===== config.mk =====
export PLATFORM = sky130hd
export DESIGN_NAME = pipe_ctrl
export DESIGN_NICKNAME = d
export VERILOG_FILES = /design/src/rtl/pipe_ctrl.sv
export SDC_FILE = /design/constraint.sdc
export NUM_CORES = 1
export LEC_CHECK = 0
export CORE_UTILIZATION = 50
export DETAILED_ROUTE_END_ITERATION = 8
export PLACE_DENSITY = 0.83
export SYNTH_ARGS = -nofsm -noshare
export SYNTH_HDL_FRONTEND = slang
export SYNTH_SLANG_ARGS = --single-unit

===== constraint.sdc =====
create_clock -name clk -period 5.7 [get_ports clk]
set_input_delay 1.14 -clock clk [delete_from_list [all_inputs] [get_ports clk]]
set_output_delay 1.14 -clock clk [all_outputs]
set_load 0.02 [all_outputs]

===== src/rtl/pipe_ctrl.sv =====
// Pipeline controller: stall arbitration, registered flush/redirect sequencing,
// and stall statistics (saturating cycle count plus consecutive-stall watchdog).
module pipe_ctrl #(
  parameter int FLUSH_CYCLES  = 1,
  parameter int STALL_TIMEOUT = 1024
) (
  input  logic        clk,
  input  logic        rst,
  input  logic        stallreq_from_id,
  input  logic        stallreq_from_ex,
  input  logic        flush_req,
  input  logic [31:0] flush_pc,
  input  logic        stat_clr,
  output logic [5:0]  stall,
  output logic        flush,
  output logic [31:0] new_pc,
  output logic [31:0] stall_cycles,
  output logic        stall_timeout
);
  typedef enum logic {RUN, FLUSH} state_t;

  localparam logic [3:0]  CNT_INIT = 4'(FLUSH_CYCLES - 1);
  localparam logic [15:0] TMO      = 16'(STALL_TIMEOUT);

  state_t      state, state_nxt;
  logic [3:0]  cnt, cnt_nxt;
  logic [31:0] pc_nxt;
  logic [15:0] consec;
  logic        hit;

  // Redirects outrank stalls: nothing is held while the pipe is being cleared.
  always_comb begin
    stall = 6'b000000;
    if (rst && state == RUN && !flush_req) begin
      if (stallreq_from_ex)      stall = 6'b001111;
      else if (stallreq_from_id) stall = 6'b000111;
    end
  end

  always_comb begin
    state_nxt = state;
    cnt_nxt   = cnt;
    pc_nxt    = new_pc;
    if (flush_req) begin
      state_nxt = FLUSH;
      cnt_nxt   = CNT_INIT;
      pc_nxt    = flush_pc;
    end else if (state == FLUSH) begin
      if (cnt == 4'd0) state_nxt = RUN;
      else             cnt_nxt   = cnt - 4'd1;
    end
  end

  assign flush = (state == FLUSH);
  assign hit   = stall[0] && (consec == TMO - 16'd1);

  always_ff @(posedge clk) begin
    if (!rst) begin
      state         <= RUN;
      cnt           <= 4'd0;
      new_pc        <= 32'd0;
      stall_cycles  <= 32'd0;
      consec        <= 16'd0;
      stall_timeout <= 1'b0;
    end else begin
      state  <= state_nxt;
      cnt    <= cnt_nxt;
      new_pc <= pc_nxt;
      if (stat_clr)                                stall_cycles <= 32'd0;
      else if (stall[0] && stall_cycles != '1)     stall_cycles <= stall_cycles + 32'd1;
      if (!stall[0])                               consec <= 16'd0;
      else if (consec != TMO)                      consec <= consec + 16'd1;
      // Clear wins over a same-cycle timeout hit.
      if (stat_clr)                                stall_timeout <= 1'b0;
      else if (hit)                                stall_timeout <= 1'b1;
    end
  end
endmodule


==> impl_metrics.py <==
metrics = {
    "synthesis": {
        "ys_warn_count": 0,
        "synth_area_um2": 3880,
        "synthFlopType": "dfxtp_1",
        "synth-edff-count": 0,
        "yosysSeqAreaShare": 0.444,
        "syn_area_per_cell_um2": 9.10,
        "ys_ff_latch": 86,
        "synthDistinctLibCells": 49,
        "synthArstFlopShare": 0,
        "syn-instance-count": 426,
    },
    "setup_path": {
        "critical_path_required_ns": 4.56,
        "reg2reg_depth": 5,
        "cp-start-kind": "primary input",
        "crit_type": "primary input to primary output",
        "critPathMaxFanout": 27,
        "arrival_ns": 3.45,
        "end_kind": "primary output",
    },
    "route": {
        "routed_via_density": 5.51,
        "wire_per_inst_um": 14.5,
        "drc": 0,
        "drt_first_pass_iters": 4,
        "drt_iter0_drc": 167,
        "vias": 3469,
        "detail-route-antenna-nets": 0,
        "wirelength_um": 9150,
    },
    "placed_design": {
        "post-place-ws_ns": 1.11,
        "dp_hpwl_um": 6450,
        "io_buffer_count": 107,
        "place_congestion": 0.831,
    },
    "sta": {
        "whs_ns": 0.524,
        "finalSetupViolCount": 0,
        "tightestPinTransition_ns": 1.18,
        "slew_headroom": 0.212,
        "fin_crit_sh": 0.806,
        "rsz0062_at_grt": "false",
        "finalSetupTns_ns": 0,
        "min_period_ns": 4.59,
        "finalHoldViolCount": 0,
        "finalWorstSetupSlack_ns": 1.11,
        "max_freq_mhz": 218,
        "fin_skew_ns": 0.0144,
        "report.final.slew_viol_count": 0,
    },
    "clocking": {
        "cts_made_buffers": 9,
        "cts-root-buf": "clkbuf_8",
        "cts_tree": "built",
        "cts_setup_buffers": 0,
        "clock-sinks": 86,
        "cts_buffer_depth": 2,
        "insertion_delay_ns": 0.36,
        "cts_resized": 0,
        "postCtsHoldBufs": 0,
        "clk_pin_slew_worst_paths_ns": 0.08,
        "ctsHtreeMaxLevel": 3,
    },
    "min_path": {
        "holdCritPathClass": "register to register",
        "min_delay_path_depth": 2,
    },
    "global_routing": {
        "grt_max_degree": 37,
        "grt_pass1_wl_um": 15300,
        "antenna_found_initial": 0,
        "grt-ovfl-total": 0,
        "grt_pass1_vias": 3223,
        "grt_use_total": 0.229,
    },
    "status": {
        "status": "completed",
    },
    "power": {
        "p_per_area_nw_per_um2": 230,
        "p_leak_nw": 1.85,
        "peakVddDrop_uv": 126,
        "total_power_mw": 1.19,
    },
    "cells_and_area": {
        "drive_gt1_frac": 0.0565,
        "synthToLayoutAreaGrowth_pct": 33.8,
        "fin_nets": 568,
        "diodes": 0,
    },
    "floorplanning": {
        "fp.dieW_um": 90.1,
        "ios": 110,
        "rows": 31,
        "die_y_um": 90.1,
        "initial_core_util": 0.526,
        "core_area_um2": 7370,
        "dieArea_um2": 8110,
    },
    "job": {
        "maxCapViolCount": 0,
    },
}
[report_power, final]
part / internal (mW) / total [mW] / switching [mW] / leakage, nW
clock: 0.217 / 0.446 / 0.229 / 0.0951
combinational: 0.0674 / 0.126 / 0.0583 / 1.05
sequential: 0.615 / 0.623 / 0.00793 / 0.700
[registers in the layout, indices dropped and copies added, names as in the netlist]
name,count
cnt,4
consec,16
flush,1
new_pc,32
stall_cycles,32
stall_timeout,1
[cells in the final DEF, fill, tap and decap left out, types with 10 or more instances in the layout]
cell             Yosys  final
or3_1               16     16
nand4_1             14     14
clkbuf_8             0     10
nand2_1             28     28
nor2_1              34     34
nand3_1             18     18
nor2b_1             33     33
clkdlybuf4s50_1      0    106
dfxtp_1             86     86
xor2_1              10     10
a21oi_1             20     20
mux2i_1             37     37
[cell usage after synthesis (3+ instances only)]
cell type,number,area share
o21ai_1,8,0.010
buf_4,5,0.0097
a31oi_1,3,0.0048
nand2b_1,9,0.015
clkbuf_1,11,0.011
a21oi_1,20,0.026
or4_1,8,0.015
buf_1,3,0.0029
nand4_1,14,0.023
dfxtp_1,86,0.44
nor4_1,8,0.013
nor2b_1,33,0.053
nand2_1,28,0.027
o211ai_1,3,0.0058
nor3_1,3,0.0039
o21ai_0,9,0.012
nor2_1,34,0.033
or3_1,16,0.026
xnor2_1,9,0.020
o41ai_1,3,0.0068
mux2i_1,37,0.095
o31ai_1,3,0.0058
ha_1,4,0.013
and3_1,5,0.0081
xor2_1,10,0.023
inv_1,8,0.0077
nand3_1,18,0.023
[stage by stage]
| stage | area (µm²) | utilization | std cells |
|---|---|---|---|
| after CTS | 5190 | 0.704 | 630 |
| after global placement | 4980 | 0.676 | 614 |
| after global routing | 5190 | 0.704 | 630 |
| final | 5190 | 0.704 | 630 |
| after floorplan | 3880 | - | 427 |
| after detailed placement | 4980 | 0.676 | 614 |
[path summary, 6_finish.rpt]
path,slack [ns],endpoint,from
worst max-delay path,1.11,stall[1],rst
worst min-delay path,0.52,consec[15]$_SDFFE_PN0P_,consec[15]$_SDFFE_PN0P_
worst max register to register,2.78,stall_cycles[17]$_SDFFE_PP0P_,stall_cycles[24]$_SDFFE_PP0P_
worst min register to register,0.52,consec[15]$_SDFFE_PN0P_,consec[15]$_SDFFE_PN0P_
[layer usage]
metal  vias up  GRT usage  share of wire
li1       1719          -              -
met1      1633      0.298           0.44
met2       101      0.371           0.49
met3        16     0.0406          0.052
met4         0     0.0995          0.019
met5         -          0              0
[cell type report]
cell class	instances	area [µm²]
inverter	9	33.8
clock buffer	10	138
sequential	86	1720
fill	578	2180
multi-input combinational	310	2020
timing repair buffer	110	1090
tap	99	124
clock inverter	6	70.1
[logic make-up (layout without fill, tap and decap cells)]
kind of cell | Yosys count | in the layout | share of synthesized area
buffers and inverters | 31 | 135 | 0.0374
adders and majority gates | 4 | 4 | 0.0129
DFF | 86 | 86 | 0.444
muxes | 37 | 37 | 0.0955
AOI/OAI and AO/OA | 56 | 56 | 0.0871
other | 1 | 2 | 0.000967
xor gates and xnor gates | 19 | 19 | 0.0429
and+or+nand+nor | 192 | 192 | 0.279
[worst max-delay path: stages]
cell,delay (ns)
clkdlybuf4s50_1,0.49
nor3b_1,0.58
o21ai_2,0.10
buf_4,0.25
clkinv_1,0.23
clkdlybuf4s50_1,0.65
(Power assumes the default switching activity.)
